[config.mk]
export PLATFORM = sky130hd
export DESIGN_NAME = unidade_controle_multiciclo
export DESIGN_NICKNAME = d
export VERILOG_FILES = /design/src/rtl/unidade_controle_multiciclo.sv
export SDC_FILE = /design/constraint.sdc
export NUM_CORES = 1
export LEC_CHECK = 0
export CORE_AREA = 2 2 39 41
export CTS_BUF_LIST = sky130_fd_sc_hd__clkbuf_4 sky130_fd_sc_hd__clkbuf_8 sky130_fd_sc_hd__clkbuf_16
export DETAILED_ROUTE_END_ITERATION = 6
export DIE_AREA = 0 0 41 43
export DONT_BUFFER_PORTS = 1
export GPL_TIMING_DRIVEN = 0
export SYNTH_ARGS = -nofsm -noshare
export SYNTH_HDL_FRONTEND = slang
export SYNTH_SLANG_ARGS = --single-unit
[constraint.sdc]
create_clock -name clock_i -period 1.8 [get_ports clock_i]
set_clock_uncertainty 0.2 [all_clocks]
set_input_delay 0.27 -clock clock_i [delete_from_list [all_inputs] [get_ports clock_i]]
set_output_delay 0.27 -clock clock_i [all_outputs]
set_load 0.01 [all_outputs]
[src/rtl/unidade_controle_multiciclo.sv]
`default_nettype none
// +-----------------------------------------------------------------------+
// | Module  : unidade_controle_multiciclo                                 |
// | Purpose : Multi-cycle control unit for the 8-bit accumulator CPU.     |
// |           Sequences FETCH/DECODE/(MEM)/EXEC, drives datapath strobes, |
// |           provides run/halt control and a retired-instruction count.  |
// | Rev     : 1.0  initial release                                        |
// +-----------------------------------------------------------------------+
module unidade_controle_multiciclo (
   input  logic       clock_i,
   input  logic       reset_ni,
   input  logic       run_i,
   input  logic [3:0] opcode_i,
   input  logic [7:0] ac_in_i,
   output logic       ld_ac_o,
   output logic       ac_src_o,
   output logic       pc_src_o,
   output logic       pc_ld_o,
   output logic       dm_we_o,
   output logic       halted_o,
   output logic [2:0] state_o,
   output logic [7:0] retired_o
);

   typedef enum logic [2:0] {
      IDLE   = 3'd0,
      FETCH  = 3'd1,
      DECODE = 3'd2,
      MEM    = 3'd3,
      EXEC   = 3'd4,
      HALT   = 3'd5
   } state_t;

   localparam logic [3:0] OP_LDA = 4'b0001;
   localparam logic [3:0] OP_STA = 4'b0010;
   localparam logic [3:0] OP_JMP = 4'b1000;
   localparam logic [3:0] OP_JZ  = 4'b1001;
   localparam logic [3:0] OP_HLT = 4'b1111;

   state_t     state_q, state_d;
   logic [7:0] retired_q;
   logic       needs_mem;
   logic       is_alu;

   // Classify the opcode: ALU ops and LDA need a data-memory read cycle.
   always_comb begin
      is_alu    = (opcode_i >= 4'b0011) && (opcode_i <= 4'b0111);
      needs_mem = is_alu || (opcode_i == OP_LDA);
   end

   // State register and retired counter; counter steps on every edge leaving EXEC.
   always_ff @(posedge clock_i or negedge reset_ni) begin
      if (!reset_ni) begin
         state_q   <= IDLE;
         retired_q <= 8'd0;
      end else begin
         state_q <= state_d;
         if (state_q == EXEC) begin
            retired_q <= retired_q + 8'd1;
         end
      end
   end

   // Next-state logic and combinational strobes decoded from state and opcode.
   always_comb begin
      state_d  = state_q;
      ld_ac_o  = 1'b0;
      ac_src_o = 1'b0;
      pc_src_o = 1'b0;
      pc_ld_o  = 1'b0;
      dm_we_o  = 1'b0;
      halted_o = 1'b0;
      case (state_q)
         IDLE:    state_d = run_i ? FETCH : IDLE;
         FETCH:   state_d = DECODE;
         DECODE:  state_d = needs_mem ? MEM : EXEC;
         MEM:     state_d = EXEC;
         EXEC: begin
            if (opcode_i == OP_HLT) begin
               state_d = HALT;
            end else begin
               state_d = run_i ? FETCH : IDLE;
            end
            case (opcode_i)
               OP_LDA: begin
                  ld_ac_o  = 1'b1;
                  ac_src_o = 1'b1;
                  pc_ld_o  = 1'b1;
               end
               OP_STA: begin
                  dm_we_o = 1'b1;
                  pc_ld_o = 1'b1;
               end
               4'b0011, 4'b0100, 4'b0101, 4'b0110, 4'b0111: begin
                  ld_ac_o = 1'b1;
                  pc_ld_o = 1'b1;
               end
               OP_JMP: begin
                  pc_ld_o  = 1'b1;
                  pc_src_o = 1'b1;
               end
               OP_JZ: begin
                  pc_ld_o  = 1'b1;
                  pc_src_o = (ac_in_i == 8'h00);
               end
               OP_HLT:  ; // PC stays on the HLT address
               default: pc_ld_o = 1'b1;
            endcase
         end
         HALT: begin
            state_d  = HALT;
            halted_o = 1'b1;
         end
         default: state_d = IDLE;
      endcase
   end

   assign state_o   = state_q;
   assign retired_o = retired_q;

endmodule
`default_nettype wire

==> results.md, run 1 <==
| Parameter | Value |
| --- | --- |
| Floorplan die height | 43 microns |
| Total nets after synthesis | 74 |
| Number of hold violations in the final report | 0 |
| Number of antenna-violating nets in the routed design | 0 |
| Clock Tree Buf Depth | 2 |
| Post-route DRC | 0 |
| Port buffer count | 0 |
| CP cell instances | or3b_1, buf_6, nor4_4 |
| Result of the run | finished, violations left |
| Critical path arrival | 1540 ps |
| Area added between synthesis and finish | 18.6% |
| CTS tree | built |
| CP max FO | 10 |
| Routed vias | 493 |
| Combined global-route utilization of all metal layers | 16.3% |
| Relative contribution of the clock network to total power | 19.7% |
| RSZ-0062 raised after global routing | yes |
| Core area | 1380 sq um |
| Initial DRC Count | 0 |
| Final Max Tran Viols | 0 |
| Largest delay contributor family on the critical path | simple AND/OR/NAND/NOR gates |
| Fraction of final layout cells with drive strength greater than 1 | 24.6% |
| Worst-Margin Slew | 485 ps |
| Wire length of the first global-routing pass | 1910 microns |
| Placed cell area | 646 sq um |
| Static leakage | 0.327 nW |
| Fraction of power consumed by sequential logic | 51.8% |
| Max VDD drop | 0.680 mV |
| Initial DRT Pass Iterations | 1 |
| Instance count of the mapped netlist | 58 |
| Kind of start point of the critical path | register |
| Clk Latency, worst-skew pair | 260 ps |
| Via count of the first global-routing pass | 465 |
| Period utilization | 112% |
| Library cells used by synthesis | 26 |
| Maximum Capacitance Violations | 0 |
| Boundary Pins | 32 |
| Cell Rows | 14 |
| Initial antenna violation count | 0 |
| Failing checks | negative setup slack |
| Die footprint | 1760 sq um |
| Wirelength per Cell | 14.8 microns |
| Switching power share of the total | 39.4% |
| Final standard cell area without fillers | 734 sq um |
| Initial standard-cell utilization of the core | 44.8% |
| Yosys warning count | 0 |
| Max incr delay on CP | 490 ps |
| TritonCTS Buffers | 3 |
| Syn Area/Cell | 10.7 sq um |
| Max transition margin | 67.6% |
| Share of synthesized area occupied by flip-flops and latches | 44.4% |
| Number of antenna cells inserted | 0 |
| Buffering stage count on the worst path with inverters included | 1 |
| CTS Sinks | 11 |
| Fmax achieved | 496 MHz |
| Comb pwr share | 28.4% |
| Critical Setup Path Class | register to output pin |
| Post-layout power | 0.926 mW |
| Switching power summed over all nets | 0.365 mW |
| P_int | 0.561 mW |
| Register-to-register setup slack | 10 ps |
| Overall die width | 41 microns |
| Worst-path cell with the longest stage delay | sky130_fd_sc_hd__dfrtp_2 |
| Routed WL | 1200 microns |
| Required time of the critical path | 1330 ps |
| DP HPWL | 853 microns |
| Pin count of the biggest net entering global routing | 12 |
| Yosys reg bits | 11 |
| DR vias/cell | 6.09 |
| Master cell of the clock root buffer | sky130_fd_sc_hd__clkbuf_4 |
| Clock-pin transition on the worst setup and hold timing paths | 70 ps |
| Synth Cell Area | 619 sq um |
| Worst setup EP type | output pin |
| Setup violations, final | 4 |
| Global placement routability congestion | 0.617 |
| Sum of overflow across all layers after global routing | 0 |
| Final-layout fill cell count | 131 |
| Min setup slack post-route | -214 ps |
| Count of H-tree levels built during CTS | 1 |
| Areal power density over the cells | 1260 nW/um^2 |
| Class of the tightest hold or removal check | primary input to register |
| Min Clock Period, post-route | 2010 ps |
| Number of nets in the final layout | 82 |
per-stage QoR:
| step | instances | utilization, % | setup TNS [ps] | setup slack [ps] | hold WS (ps) |
|---|---|---|---|---|---|
| after floorplan | 58 | - | 0 | 11.7 | -226 |
| after global placement | 74 | 46.7 | -67.4 | -59.8 | -225 |
| after detailed placement | 74 | 46.7 | -69.0 | -58.2 | -225 |
| after CTS | 81 | 52.6 | -726 | -228 | 16.1 |
| after global routing | 81 | 53.1 | -1070 | -285 | 7.78 |
| final | 81 | 53.1 | -602 | -214 | 23.5 |
cells in the final DEF (no fill, tap or decap), types with 3 or more instances in the layout:
master,instances
sky130_fd_sc_hd__clkbuf_4,4
sky130_fd_sc_hd__nand2_1,6
sky130_fd_sc_hd__dfrtp_2,3
sky130_fd_sc_hd__nor2_1,4
sky130_fd_sc_hd__xor2_1,3
sky130_fd_sc_hd__xnor2_1,4
sky130_fd_sc_hd__nand4_1,3
sky130_fd_sc_hd__dfrtp_1,8
sequential cells by signal, indices dropped and copies added, names as in the netlist:
name       count
retired_o      8
state_o        3
worst paths after layout:
path	start	endpoint	cells past startpoint
max	state_o[1]	dm_we_o	3
max reg2reg	state_o[1]	retired_o[7]	5
min in group asynchronous	reset_ni	retired_o[5]	1
min	opcode_i[3]	state_o[2]	2
min reg2reg	retired_o[7]	retired_o[7]	1
max in group asynchronous	reset_ni	state_o[2]	1
area by class of cell:
cell class	count	area [sq um]	area share, %
Timing Repair Buffer	3	21.3	2.90
Clock buffer	4	30.0	4.09
Buffer	1	11.3	1.53
Sequential cell	11	279	38.0
Tap cell	16	20.0	2.73
Multi-Input combinational cell	46	373	50.8
per-layer routing:
layer,global-route usage [%],share of wire (%),routed length [microns],up-vias
li1,-,-,-,230
met2,23.8,54,654,20
met4,12.0,1.2,14,0
met5,0,0,0,-
met1,18.6,37,448,241
met3,5.76,7.1,85,2
cells in the mapped netlist, drive strengths merged:
cell type | count | share of area (%)
nor2 | 4 | 2.4
nand3 | 2 | 1.6
nor3 | 2 | 5.3
a41o | 1 | 1.6
or3b | 2 | 2.8
buf | 1 | 1.8
a21oi | 2 | 1.6
dfrtp | 11 | 44
nor4 | 3 | 3.0
nor3b | 1 | 2.0
nand2 | 6 | 3.6
o211ai | 1 | 1.2
and3 | 1 | 1.0
and3b | 1 | 1.4
xor2 | 3 | 4.2
and4b | 1 | 1.6
nand3b | 2 | 2.4
nand2b | 2 | 2.0
o31ai | 1 | 1.2
o21ai | 1 | 0.81
a41oi | 1 | 1.4
nand4 | 3 | 3.0
xnor2 | 4 | 5.7
nor4bb | 1 | 1.6
ha | 1 | 2.0
what timing repair did:
action / CTS / global route
buffers inserted: 2 / 0
hold endpoints to repair: 11 / 0
gates resized for setup: 6 / 1
pin swaps: 0 / 2
setup endpoints to repair: 5 / 7
hold buffers: 1 / 0
power by group through the flow:
| stage | combinational (mW) | clock (mW) | sequential, mW |
|---|---|---|---|
| after floorplan | 0.199 | 0 | 0.450 |
| after global placement | 0.217 | 0 | 0.484 |
| after global routing | 0.295 | 0.206 | 0.497 |
| after CTS | 0.263 | 0.193 | 0.480 |
| after detailed placement | 0.219 | 0 | 0.484 |
| final | 0.263 | 0.183 | 0.480 |
cell families (layout without fill, tap and decap cells):
| family | after synthesis | after routing | share of synthesized area [%] |
|---|---|---|---|
| xor+xnor | 7 | 7 | 9.90 |
| fa+ha+maj | 1 | 1 | 2.02 |
| buf+inv | 1 | 8 | 1.82 |
| simple gates | 31 | 31 | 33.9 |
| compound gates | 7 | 7 | 7.88 |
| flops | 11 | 11 | 44.4 |
No activity file was read; power rests on OpenSTA's default activity.
==> inputs of run 2 (changes only) <==
Settings changed: ABC_AREA set to 1.
==> results.md, run 2 <==
| Parameter | Value | Delta |
| --- | --- | --- |
| Area added between synthesis and finish | 21.0% | was 18.6% |
| Library cells used by synthesis | 15 | was 26 |
| Fmax achieved | 582 MHz | was 496 MHz |
| Number of antenna-violating nets in the routed design | 0 | unchanged |
| Initial DRT Pass Iterations | 4 | was 1 |
| Setup violations, final | 0 | was 4 |
| Instance count of the mapped netlist | 91 | was 58 |
| Final Max Tran Viols | 0 | unchanged |
| CTS tree | built | unchanged |
| Area fraction of the dominant cell type after synthesis | 41.9% | was 44.4% |
| Critical path arrival | 1250 ps | was 1540 ps |
| Static leakage | 0.400 nW | was 0.327 nW |
| Syn Area/Cell | 7.22 sq um | was 10.7 sq um |
| Leading cell type in the layout, fill and taps excluded | sky130_fd_sc_hd__nand2_1 | was sky130_fd_sc_hd__dfrtp_1 |
| Clk Latency, worst-skew pair | 260 ps | about the same |
| Via count of the first global-routing pass | 526 | was 465 |
| Yosys warning count | 0 | unchanged |
| Worst-Margin Slew | 499 ps | was 485 ps |
| Initial standard-cell utilization of the core | 47.5% | was 44.8% |
| Total nets after synthesis | 107 | was 74 |
| TritonCTS Buffers | 3 | unchanged |
| Yosys reg bits | 11 | unchanged |
| Asr flop ratio synth | 100% | unchanged |
| Areal power density over the cells | 1270 nW/um^2 | was 1260 nW/um^2 |
| CP cell instances | inv_2, nand2_4, nor2_4, nand4_1, nor2_2 | was or3b_1, buf_6, nor4_4 |
| Overall die width | 41 microns | unchanged |
| Number of nets in the final layout | 118 | was 82 |
| Largest delay contributor family on the critical path | flip-flops | was simple AND/OR/NAND/NOR gates |
| Post-synthesis cell type with the largest combined area | sky130_fd_sc_hd__dfrtp_1 | unchanged |
| Global placement routability congestion | 0.734 | was 0.617 |
| Cell Rows | 14 | unchanged |
| Required time of the critical path | 1330 ps | about the same |
| Placed cells | 107 | was 74 |
| Combined global-route utilization of all metal layers | 18.5% | was 16.3% |
| Synth Cell Area | 657 sq um | was 619 sq um |
| Min Clock Period, post-route | 1720 ps | was 2010 ps |
| Routed vias | 617 | was 493 |
| Max FFs per register | 8 | unchanged |
| Post-route DRC | 0 | unchanged |
| Worst-path cell with the longest stage delay | sky130_fd_sc_hd__dfrtp_2 | unchanged |
| Port buffer count | 0 | unchanged |
| Number of antenna cells inserted | 0 | unchanged |
| Max VDD drop | 0.489 mV | was 0.680 mV |
| Max transition margin | 66.6% | was 67.6% |
| Fraction of final layout cells with drive strength greater than 1 | 19.8% | was 24.6% |
| Routed WL | 1340 microns | was 1200 microns |
| Boundary Pins | 32 | unchanged |
| Core area | 1380 sq um | unchanged |
| Critical Setup Path Class | register to output pin | unchanged |
| Max incr delay on CP | 460 ps | was 490 ps |
| Pin count of the biggest net entering global routing | 12 | unchanged |
| Share of synthesized area occupied by flip-flops and latches | 41.9% | was 44.4% |
| Commonest cells post-synth | sky130_fd_sc_hd__nand2_1, sky130_fd_sc_hd__inv_1, sky130_fd_sc_hd__nor2_1 | was sky130_fd_sc_hd__dfrtp_1, sky130_fd_sc_hd__nand2_1, sky130_fd_sc_hd__nor2_1, sky130_fd_sc_hd__xnor2_1 |
| Floorplan die height | 43 microns | unchanged |
| Wirelength per Cell | 11.5 microns | was 14.8 microns |
| Master cell of the clock root buffer | sky130_fd_sc_hd__clkbuf_4 | unchanged |
| Primary flip-flop cell chosen by synthesis mapping | sky130_fd_sc_hd__dfrtp_1 | unchanged |
| Post-layout power | 1.01 mW | was 0.926 mW |
| RSZ-0062 raised after global routing | yes | unchanged |
| Clock Tree Buf Depth | 2 | unchanged |
| CP max FO | 4 | was 10 |
| Final-layout fill cell count | 131 | unchanged |
| Number of hold violations in the final report | 0 | unchanged |
| Count of H-tree levels built during CTS | 1 | unchanged |
| Commonest non-fill, non-tap cells in the layout | sky130_fd_sc_hd__nand2_1, sky130_fd_sc_hd__inv_1, sky130_fd_sc_hd__nor2_1, sky130_fd_sc_hd__nand3_1, sky130_fd_sc_hd__dfrtp_1 | was sky130_fd_sc_hd__dfrtp_1, sky130_fd_sc_hd__nand2_1, sky130_fd_sc_hd__nor2_1, sky130_fd_sc_hd__xnor2_1, sky130_fd_sc_hd__clkbuf_4 |
| Final core utilization | 57.4% | was 53.1% |
| Most instantiated library cell after synthesis | sky130_fd_sc_hd__nand2_1 | was sky130_fd_sc_hd__dfrtp_1 |
| Maximum Capacitance Violations | 0 | unchanged |
| Buffering stage count on the worst path with inverters included | 1 | unchanged |
| DR vias/cell | 5.27 | was 6.09 |
| Initial antenna violation count | 0 | unchanged |
| Class of the tightest hold or removal check | primary input to register | unchanged |
| Clock-pin transition on the worst setup and hold timing paths | 70 ps | about the same |
| Kind of start point of the critical path | register | unchanged |
| Result of the run | finished clean | was finished, violations left |
| DP HPWL | 1040 microns | was 853 microns |
| Initial DRC Count | 6 | was 0 |
| Cell types with the largest area share after synthesis | sky130_fd_sc_hd__dfrtp_1, sky130_fd_sc_hd__nand2_1, sky130_fd_sc_hd__inv_1 | was sky130_fd_sc_hd__dfrtp_1, sky130_fd_sc_hd__xnor2_1, sky130_fd_sc_hd__nor3_4 |
| Worst setup EP type | output pin | unchanged |
| Final total negative setup slack | 0 ps | was -602 ps |
| Sum of overflow across all layers after global routing | 0 | unchanged |
| CTS Sinks | 11 | unchanged |
| Die footprint | 1760 sq um | unchanged |
| Non-Filler Instances | 117 | was 81 |
| Wire length of the first global-routing pass | 2190 microns | was 1910 microns |
| EDFF count, synth | 0 | unchanged |
| Period utilization | 95.5% | was 112% |
-- run 2: through the flow --
stage | setup slack, ps | instance area (sq um) | hold WS, ps
2_1_floorplan | 263 | 657 | -226
4_1_cts | -7.85 | 783 | 54.0
5_1_grt | -14.0 | 795 | 47.3
6_report | 80.8 | 795 | 56.2
3_5_place_dp | 119 | 677 | -225
3_3_place_gp | 134 | 677 | -225
-- run 2: layer usage --
metal	wire, microns	part of all wire [%]	GRT usage, %
met1	512	38	22.3
met2	738	55	28.4
met3	56	4.2	3.14
met4	36	2.7	12.0
met5	0	0	0
-- run 2: layout make-up --
class                      count  area, sq um  share of cell area (%)
multi-input combinational     65          359                    45.2
sequential                    11          279                    35.1
inverter                      15         56.3                    7.09
timing repair buffer           6         50.0                    6.30
clock buffer                   4         30.0                    3.78
tap                           16         20.0                    2.52
-- run 2: final timing paths --
kind                             start      endpoint  slack (ps)  depth (start not counted)
hold reg to reg             state_o[1]    state_o[1]         360                          1
setup reg to reg            state_o[1]  retired_o[2]         330                          7
hold / removal             opcode_i[3]    state_o[0]          60                          3
max in group asynchronous     reset_ni    state_o[0]         830                          1
min in group asynchronous     reset_ni  retired_o[1]         210                          1
setup / recovery            state_o[1]      pc_src_o          80                          5
-- run 2: tightest hold or removal path: cells and delay by family --
kind	cells	cell delay (ps)
simple gates	2	190
buf+inv	1	30
-- run 2: what timing repair did --
item,CTS,global route
hold buffers,2,0
pin swaps,2,4
gates resized for setup,8,2
endpoints found under the setup margin,3,4
hold endpoints to repair,12,0
setup buffers,3,1
-- run 2: report_power, final --
part | internal, mW | switching, mW | total (mW)
registers | 0.329 | 0.158 | 0.487
clock network | 0.101 | 0.0801 | 0.181
logic | 0.144 | 0.198 | 0.342
-- run 2: kinds of logic after synthesis --
family / after synthesis / synth area share, %
xor gates and xnor gates: 3 / 4.00
AOI/OAI and AO/OA: 2 / 1.90
adders and majority gates: 1 / 1.90
buffers and inverters: 15 / 8.57
DFF: 11 / 41.9
and+or+nand+nor: 59 / 41.7
